### config.mk
export PLATFORM = sky130hd
export DESIGN_NAME = dmem_port_arbiter
export DESIGN_NICKNAME = d
export VERILOG_FILES = /design/src/rtl/dmem_arb_pkg.sv /design/src/rtl/dmem_port_arbiter.sv
export SDC_FILE = /design/constraint.sdc
export NUM_CORES = 1
export LEC_CHECK = 0
export BUFFER_PORTS_ARGS = -buffer_cell sky130_fd_sc_hd__buf_2
export CAP_MARGIN = 20
export CORE_AREA = 2 2 227 229
export DETAILED_ROUTE_END_ITERATION = 8
export DIE_AREA = 0 0 229 231
export GPL_TIMING_DRIVEN = 0
export HOLD_SLACK_MARGIN = 0.06
export PLACE_DENSITY = 0.44
export SLEW_MARGIN = 5
export SYNTH_ARGS = -nofsm -noshare
export SYNTH_HDL_FRONTEND = slang
export SYNTH_SLANG_ARGS = --single-unit
export TNS_END_PERCENT = 1
### constraint.sdc
create_clock -name clk -period 3 [get_ports clk]
set_clock_uncertainty 0.1 [all_clocks]
set_input_delay 0.15 -clock clk [delete_from_list [all_inputs] [get_ports clk]]
set_output_delay 0.15 -clock clk [all_outputs]
set_load 0.01 [all_outputs]
### src/rtl/dmem_arb_pkg.sv
`default_nettype none
// ============================================================================
//  Module      : dmem_arb_pkg
//  Description : Shared types and constants for the data-memory port arbiter.
//  Revision    : 1.0 - initial release
// ============================================================================
package dmem_arb_pkg;

    localparam int c_ADDR_W        = 64;
    localparam int c_DATA_W        = 64;
    localparam int c_MAX_BURST_DEF = 4;

    typedef enum logic [1:0] {
        ST_IDLE = 2'd0,
        ST_OWN0 = 2'd1,
        ST_OWN1 = 2'd2
    } arb_state_e;

endpackage
`default_nettype wire

### src/rtl/dmem_port_arbiter.sv
`default_nettype none
// ============================================================================
//  Module      : dmem_port_arbiter
//  Description : Round-robin, burst-capped arbiter between the load/store unit
//                (port 0) and the host loader (port 1) for a single-port memory.
//  Revision    : 1.0 - initial release
// ============================================================================
module dmem_port_arbiter
    import dmem_arb_pkg::*;
#(
    parameter int MAX_BURST = c_MAX_BURST_DEF
) (
    input  logic                clk,
    input  logic                rst,
    input  logic                p0_req,
    input  logic                p0_we,
    input  logic [c_ADDR_W-1:0] p0_addr,
    input  logic [c_DATA_W-1:0] p0_wdata,
    input  logic                p1_req,
    input  logic                p1_we,
    input  logic [c_ADDR_W-1:0] p1_addr,
    input  logic [c_DATA_W-1:0] p1_wdata,
    output logic                p0_gnt,
    output logic                p1_gnt,
    output logic                p0_rvalid,
    output logic                p1_rvalid,
    output logic [c_DATA_W-1:0] p0_rdata,
    output logic [c_DATA_W-1:0] p1_rdata,
    output logic                mem_write,
    output logic                mem_read,
    output logic [c_ADDR_W-1:0] mem_address,
    output logic [c_DATA_W-1:0] mem_write_data,
    input  logic [c_DATA_W-1:0] mem_out
);

    localparam int                  c_BEAT_W    = $clog2(MAX_BURST + 1);
    localparam logic [c_BEAT_W-1:0] c_BEAT_LAST = c_BEAT_W'(MAX_BURST - 1);
    localparam logic [c_BEAT_W-1:0] c_BEAT_MAX  = c_BEAT_W'(MAX_BURST);

    arb_state_e          r_state;
    logic                r_favor;
    logic [c_BEAT_W-1:0] r_beats;
    logic                r_p0_rvalid;
    logic                r_p1_rvalid;
    logic [c_DATA_W-1:0] r_p0_rdata;
    logic [c_DATA_W-1:0] r_p1_rdata;

    logic w_beat0;
    logic w_beat1;
    logic w_load0;
    logic w_load1;
    logic w_cap;

    // Gating with rst keeps the strobes quiet so the memory preload survives.
    assign w_beat0 = (r_state == ST_OWN0) && p0_req && !rst;
    assign w_beat1 = (r_state == ST_OWN1) && p1_req && !rst;
    assign w_load0 = w_beat0 && !p0_we;
    assign w_load1 = w_beat1 && !p1_we;
    assign w_cap   = (r_beats >= c_BEAT_LAST);

    assign p0_gnt    = w_beat0;
    assign p1_gnt    = w_beat1;
    assign p0_rvalid = r_p0_rvalid && !rst;
    assign p1_rvalid = r_p1_rvalid && !rst;
    assign p0_rdata  = r_p0_rdata;
    assign p1_rdata  = r_p1_rdata;

    always_comb begin
        mem_read       = 1'b0;
        mem_write      = 1'b0;
        mem_address    = '0;
        mem_write_data = '0;
        if (w_beat0) begin
            mem_read       = !p0_we;
            mem_write      = p0_we;
            mem_address    = p0_addr;
            mem_write_data = p0_wdata;
        end else if (w_beat1) begin
            mem_read       = !p1_we;
            mem_write      = p1_we;
            mem_address    = p1_addr;
            mem_write_data = p1_wdata;
        end
    end

    always_ff @(posedge clk) begin
        if (rst) begin
            r_state <= ST_IDLE;
            r_favor <= 1'b0;
            r_beats <= '0;
        end else begin
            case (r_state)
                ST_IDLE: begin
                    r_beats <= '0;
                    if (p0_req && (!p1_req || !r_favor)) begin
                        r_state <= ST_OWN0;
                    end else if (p1_req) begin
                        r_state <= ST_OWN1;
                    end
                end
                ST_OWN0: begin
                    if (!p0_req || (p1_req && w_cap)) begin
                        r_state <= p1_req ? ST_OWN1 : ST_IDLE;
                        r_favor <= 1'b1;
                        r_beats <= '0;
                    end else begin
                        r_beats <= (r_beats == c_BEAT_MAX) ? c_BEAT_MAX : r_beats + 1'b1;
                    end
                end
                ST_OWN1: begin
                    if (!p1_req || (p0_req && w_cap)) begin
                        r_state <= p0_req ? ST_OWN0 : ST_IDLE;
                        r_favor <= 1'b0;
                        r_beats <= '0;
                    end else begin
                        r_beats <= (r_beats == c_BEAT_MAX) ? c_BEAT_MAX : r_beats + 1'b1;
                    end
                end
                default: begin
                    r_state <= ST_IDLE;
                    r_beats <= '0;
                end
            endcase
        end
    end

    always_ff @(posedge clk) begin
        if (rst) begin
            r_p0_rvalid <= 1'b0;
            r_p0_rdata  <= '0;
        end else begin
            r_p0_rvalid <= w_load0;
            if (w_load0) begin
                r_p0_rdata <= mem_out;
            end
        end
    end

    always_ff @(posedge clk) begin
        if (rst) begin
            r_p1_rvalid <= 1'b0;
            r_p1_rdata  <= '0;
        end else begin
            r_p1_rvalid <= w_load1;
            if (w_load1) begin
                r_p1_rdata <= mem_out;
            end
        end
    end

endmodule
`default_nettype wire

Word-level counts from Yosys, hierarchy flattened
Index checks and enable logic that the tools add are counted.
Storage, ports and cells
  bits of input ports: 326
  bits in registers: 136
  output and inout bits: 262
  logic and storage cells: 61
Cells by class
  eq/ne operators: 6
  multiplexer cells: 22
  add/subtract/negate cells: 1
  reduce and logical (&&, ||, !) cells: 24
  $lt $le $gt $ge: 1
Operators by type and width (number)
  64-bit 2-to-1 mux: 4
  1-bit logical AND: 11
  2-bit 2-to-1 mux: 5
  3-bit 2-to-1 mux: 3
  1-bit 2-to-1 mux: 7
  1-bit logical NOT: 6
  2-bit one-hot mux with 3 select lines: 1
  3-bit one-hot mux with 2 select lines: 1
  3-bit AND reduction: 2
  2-bit by 1-bit inequality test with 1-bit output, second input constant: 2
  3-bit by 1-bit adder with 3-bit output, second input constant: 1
  3-bit equality test, second input constant: 1
  3-bit by 2-bit >= comparator with 1-bit output, second input constant: 1
  1-bit logical OR: 3
  3-bit inequality test, second input constant: 1
  2-bit by 1-bit equality test with 1-bit output, second input constant: 1
  2-bit equality test, second input constant: 1
  2-bit logical NOT: 1
  1-bit one-hot mux with 2 select lines: 1
  2-bit nonzero test: 1

Longest topological paths before layout
  depth in word-level cells: 5
  mapped depth: 8
  gate-level depth less buffers: 6

Least setup slack after synthesis
Ideal clock, no wire load.
  path type: flip-flop to output port
  start: register r_state[1]
  end: output mem_address[37]
  arrival: 1.520 ns
  stages on the path, launching flop included: 9
  slack: 1.230 ns
  path buffers: 2
  cell sequence: dfxtp_1 -> inv_1 -> ha_1 -> nand2_2 -> nor2_2 -> nor3_2 -> buf_2 -> buf_2 -> a22o_1
Between the ends
  word-level cells in the longest chain between the ends: 5
  elaborated cells between the ends (all ways): 8
  classes of those cells: eq/ne: 2; mux: 2; reduce/logical: 4
RTL lines
  start, declared: RTL line dmem_port_arbiter.sv:40  | arb_state_e r_state;
  start signal, assigned: RTL line dmem_port_arbiter.sv:103  | r_state <= p1_req ? ST_OWN1 : ST_IDLE;
  start signal, assigned: RTL line dmem_port_arbiter.sv:112  | r_state <= p0_req ? ST_OWN0 : ST_IDLE;
  2-bit equality test: RTL line dmem_port_arbiter.sv:56  | assign w_beat1 = (r_state == ST_OWN1) && p1_req && !rst;
  1-bit logical AND (2 in a row): RTL line dmem_port_arbiter.sv:56
  64-bit 2-to-1 mux: RTL line dmem_port_arbiter.sv:78  | end else if (w_beat1) begin
  64-bit 2-to-1 mux (*): RTL line dmem_port_arbiter.sv:73  | if (w_beat0) begin
  end, declared: RTL line dmem_port_arbiter.sv:31  | output logic [c_ADDR_W-1:0] mem_address,
Mark *: on every way between the ends. The rest lies on a longest branch, timed or not.

Worst setup path after layout
  start: register r_state[1]
  end: output mem_write_data[54]
Between the ends
  word-level cells in the longest chain between the ends: 5
  elaborated cells between the ends (all ways): 8
  classes of those cells: eq/ne: 2; mux: 2; reduce/logical: 4
RTL lines
  2-bit equality test: RTL line dmem_port_arbiter.sv:56
  1-bit logical AND (2 in a row): RTL line dmem_port_arbiter.sv:56
  64-bit 2-to-1 mux: RTL line dmem_port_arbiter.sv:78
  64-bit 2-to-1 mux (*): RTL line dmem_port_arbiter.sv:73
  end, declared: RTL line dmem_port_arbiter.sv:32  | output logic [c_DATA_W-1:0] mem_write_data,
Marks and branches as above.

==> results.md <==
| Stage | Parameter | Value |
| --- | --- | --- |
| power and ir drop | Pwr/cell area | 455 mW/mm² |
| floorplanning | I/O Pins | 588 |
| detailed routing | Routed via count | 8815 |
| clocking | CTS tree | built |
| synthesis | Post-synthesis sequential element count | 136 |
| worst setup path | Number of cells on the worst reg-to-reg path | 7 |
| worst setup path | Critical path capture point type | primary output |
| synthesis | Post-synthesis share of cell area spent on full adders, half adders and majority gates | 1.35% |
| final layout | Post-route cell area | 0.0117 mm² |
| flow run | Number of max-capacitance violations reported | 0 |
| clocking | TritonCTS Buffers | 17 |
| worst setup path | Arrival time at the worst endpoint | 2.61 ns |
| sta | Number of endpoints with negative hold slack in the final report | 0 |
| floorplanning | Die Wd | 229 µm |
| clocking | Root Buffer Master | sky130_fd_sc_hd__clkbuf_16 |
| synthesis | Share of the synthesized netlist area taken by xor and xnor gates | 0% |
| floorplanning | Overall die height | 231 µm |
| place | GP Congestion | 1.02 |
| min path | Worst hold path stage count | 4 |
| synthesis | Number of enable-type register cells in the synthesized netlist | 0 |
| sta | Final setup fails | 0 |
| sta | Setup repair after global routing missed its margin | yes |
| detailed routing | DRC viols | 0 |
| synthesis | Synthesized Nets | 1105 |
| detailed routing | Number of nets with antenna violations after detailed routing | 0 |
| synthesis | Mux cell area share after synthesis | 0.327% |
| detailed routing | Number of vias per cell after detailed routing | 4.09 |
| place | Detailed-placement wirelength estimate | 50.5 mm |
| final layout | Nets@finish | 1777 |
| global routing | Total congestion overflow after global routing | 0 |
| detailed routing | Number of search-and-repair iterations in the first detailed-routing pass | 5 |
| synthesis | Warnings from Yosys | 0 |
| synthesis | Area fraction of the dominant cell type after synthesis | 41.9% |
| floorplanning | Core area | 0.0507 mm² |
| clocking | CTS sink cnt | 136 |
| detailed routing | Total wirelength of the detailed-routed design | 57.3 mm |
| clocking | Insertion delay to the later sink of the worst-skew pair | 0.44 ns |
| run status | Result of the run | finished, final reports clean |
| sta | Relative slew margins | 41.2% |
| synthesis | Share of the synthesized area in compound gates (AO/OA/AOI/OAI) | 28.8% |
| sta | Min cycle time layout | 2.86 ns |
| final layout | Area growth, synth to finish | 79.4% |
| sta | Slew Limit Fails | 0 |
| worst setup path | WS Path Type | reg2out |
| detailed routing | Violation count after the first detailed-route iteration | 304 |
| power and ir drop | Pwr Total | 5.30 mW |
| final layout | Sequential cell area | 0.00272 mm² |
| synthesis | Instance count of the mapped netlist | 772 |
| synthesis | Sequential share of the synthesized area | 41.9% |
| synthesis | Leading cell type by number of instances after synthesis | sky130_fd_sc_hd__dfxtp_1 |
| clocking | Clock buffer depth | 2 |
| synthesis | Average instance area after synthesis | 8.41 µm² |
| global routing | Global-route wire length before repair | 75.0 mm |
| sta | Achievable frequency | 0.349 GHz |
| synthesis | Async set or reset register ratio after synthesis | 0% |
| synthesis | Combinational family with the most area after synthesis | compound AO/OA/AOI/OAI gates |
| sta | Worst Max-Slew Pin Slew | 0.882 ns |
| synthesis | Cell types with the highest counts after synthesis | sky130_fd_sc_hd__dfxtp_1 (136), sky130_fd_sc_hd__nand2_1 (131), sky130_fd_sc_hd__a22o_1 (129), sky130_fd_sc_hd__nand2b_1 (129), sky130_fd_sc_hd__o21ai_0 (129) |
| global routing | Initial antenna violation count | 54 |
| worst setup path | Startpoint kind of the worst setup timing path | register |
| final layout | Final core area utilization | 23.0% |
| final layout | Share of cells above drive strength 1 | 46.6% |
| final layout | Multi-input gate area in the final layout | 0.00339 mm² |
| power and ir drop | Static Leakage | 5.70 nW |
| min path | Kind of path behind the tightest hold check | in2reg |
| floorplanning | FP Rows | 83 |
| detailed routing | Wire per inst | 26.5 µm |
| global routing | Total routing usage reported by global routing | 20.9% |
| floorplanning | Starting density of the core | 12.8% |
| final layout | Layout fillers | 5848 |
| global routing | Maximum number of pins on one net before global-route repair | 17 |
| place | Area post-placement | 0.0103 mm² |
| floorplanning | Die area | 0.0529 mm² |
| global routing | Number of global-route vias before repair | 8692 |
| place | PortBufs | 586 |
| clocking | Deepest level of the CTS H-tree | 4 |
| synthesis | Main area contributors after synthesis | sky130_fd_sc_hd__dfxtp_1 (42%), sky130_fd_sc_hd__a22o_1 (17%), sky130_fd_sc_hd__nand2b_1 (12%), sky130_fd_sc_hd__o21ai_0 (9.9%), sky130_fd_sc_hd__nand2_1 (7.6%) |
| synthesis | Netlist cell types | 28 |
| power and ir drop | Worst IR drop on VDD | 325 µV |
| sta | Post-route clock period utilization | 95.4% |
| synthesis | Cell Area, Synth | 0.00650 mm² |
| synthesis | Synth Area in Simple Gates | 21.5% |
| clocking | Clock-pin slew of the registers on the worst-case setup and hold paths | 0.07 ns |
| synthesis | Largest area contributor in the synthesized netlist | sky130_fd_sc_hd__dfxtp_1 |
| worst setup path | Data required time of the critical path | 2.75 ns |
| synthesis | Most used flip-flop cell after synthesis | sky130_fd_sc_hd__dfxtp_1 |
| worst setup path | Largest fanout on the critical path | 10 |
==> final timing paths <==
kind | startpoint | end | slack (ns)
setup reg to reg | r_state[1] | p0_rdata[54] | 0.71
setup / recovery | r_state[1] | mem_write_data[54] | 0.14
hold reg to reg | p0_rdata[0] | p0_rdata[0] | 0.37
hold / removal | p1_req | r_state[0] | 0.12
==> flip-flops by register name (all words and copies together) (netlist names) <==
register	flops
r_beats	3
r_state	2
r_p0_rvalid	1
p1_rdata	64
p0_rdata	64
r_favor	1
r_p1_rvalid	1
==> worst max-delay path, cell delays in order, from the launching register on <==
cell,delay (ns)
sky130_fd_sc_hd__dfxtp_1,0.36
sky130_fd_sc_hd__inv_1,0.09
sky130_fd_sc_hd__ha_1,0.24
sky130_fd_sc_hd__nand2_2,0.16
sky130_fd_sc_hd__nor2_2,0.09
sky130_fd_sc_hd__nor3_2,0.26
sky130_fd_sc_hd__buf_6,0.22
sky130_fd_sc_hd__buf_2,0.25
sky130_fd_sc_hd__a22o_1,0.31
sky130_fd_sc_hd__buf_2,0.19
==> where the power goes <==
part / leakage, nW / switching (mW) / internal, mW
registers: 1.10 / 0.0411 / 1.88
logic: 4.32 / 0.666 / 0.525
clock network: 0.287 / 0.920 / 1.27
total: 5.70 / 1.63 / 3.67
==> cells in the final DEF, fill, tap and decap left out, types with 2 or more instances in the layout <==
cell                            Yosys  layout
sky130_fd_sc_hd__diode_2            0      20
sky130_fd_sc_hd__dlygate4sd3_1      0      66
sky130_fd_sc_hd__a21o_1             2       2
sky130_fd_sc_hd__inv_6              0       5
sky130_fd_sc_hd__buf_2             34     611
sky130_fd_sc_hd__dfxtp_1          136     136
sky130_fd_sc_hd__a211oi_1           2       2
sky130_fd_sc_hd__bufinv_16          0       2
sky130_fd_sc_hd__nor2_1             3       3
sky130_fd_sc_hd__a22o_2             0       2
sky130_fd_sc_hd__clkbuf_2           5       7
sky130_fd_sc_hd__clkbuf_16          0      17
sky130_fd_sc_hd__clkinv_4           0       3
sky130_fd_sc_hd__nor2b_1            4       4
sky130_fd_sc_hd__nor3_2             2       2
sky130_fd_sc_hd__clkinvlp_4         0       3
sky130_fd_sc_hd__a31o_2             2       2
sky130_fd_sc_hd__nand2_1          131     131
sky130_fd_sc_hd__buf_4              2       8
sky130_fd_sc_hd__buf_6              6       7
sky130_fd_sc_hd__o21ai_0          129     129
sky130_fd_sc_hd__clkbuf_1          23      21
sky130_fd_sc_hd__nand2b_1         129     129
sky130_fd_sc_hd__a22o_1           129     127
sky130_fd_sc_hd__ha_1               7       7
sky130_fd_sc_hd__inv_1              7       7
sky130_fd_sc_hd__a21oi_1            8       8
sky130_fd_sc_hd__clkbuf_4           0       3
==> timing repair <==
action	in CTS	in global routing
gates resized for setup	11	9
pin swaps	1	0
endpoints found under the hold margin	130	0
setup buffers	1	0
endpoints found under the setup margin	21	18
hold buffers	66	0
==> layer usage <==
metal	wire (µm)	track usage, %	vias to the layer above
met5	27	0	-
met2	30200	39.6	461
met1	20400	21.5	4180
met4	2180	7.67	4
li1	-	-	4052
met3	4450	6.55	118
==> per-stage QoR <==
step                      hold WS, ns  setup slack [ns]  cells  setup TNS, ns
final                           0.117             0.139   2157              0
after CTS                      0.0736            0.0113   2137              0
after global placement          0.261             0.144   2038              0
after global routing            0.120           -0.0556   2153         -0.247
after detailed placement        0.269             0.131   2038              0
after floorplan                 0.159              1.23    772              0
==> area by class of cell <==
cell class	instances	area share, %
Timing Repair Buffer	653	30.9
Buffer	72	3.48
Multi-Input combinational cell	557	29.1
Inverter	7	0.226
Clock inverter	14	1.41
Antenna cell	20	0.430
Tap cell	680	7.30
Sequential cell	136	23.4
Clock buffer	18	3.77
==> cell families after synthesis <==
| family | after synthesis |
|---|---|
| multiplexers | 2 |
| buffers and inverters | 79 |
| AO/OA/AOI/OAI | 273 |
| adder cells (fa/ha/maj) | 7 |
| AND/OR/NAND/NOR | 275 |
| flip-flops | 136 |
Power figures use the tool's default switching activity.
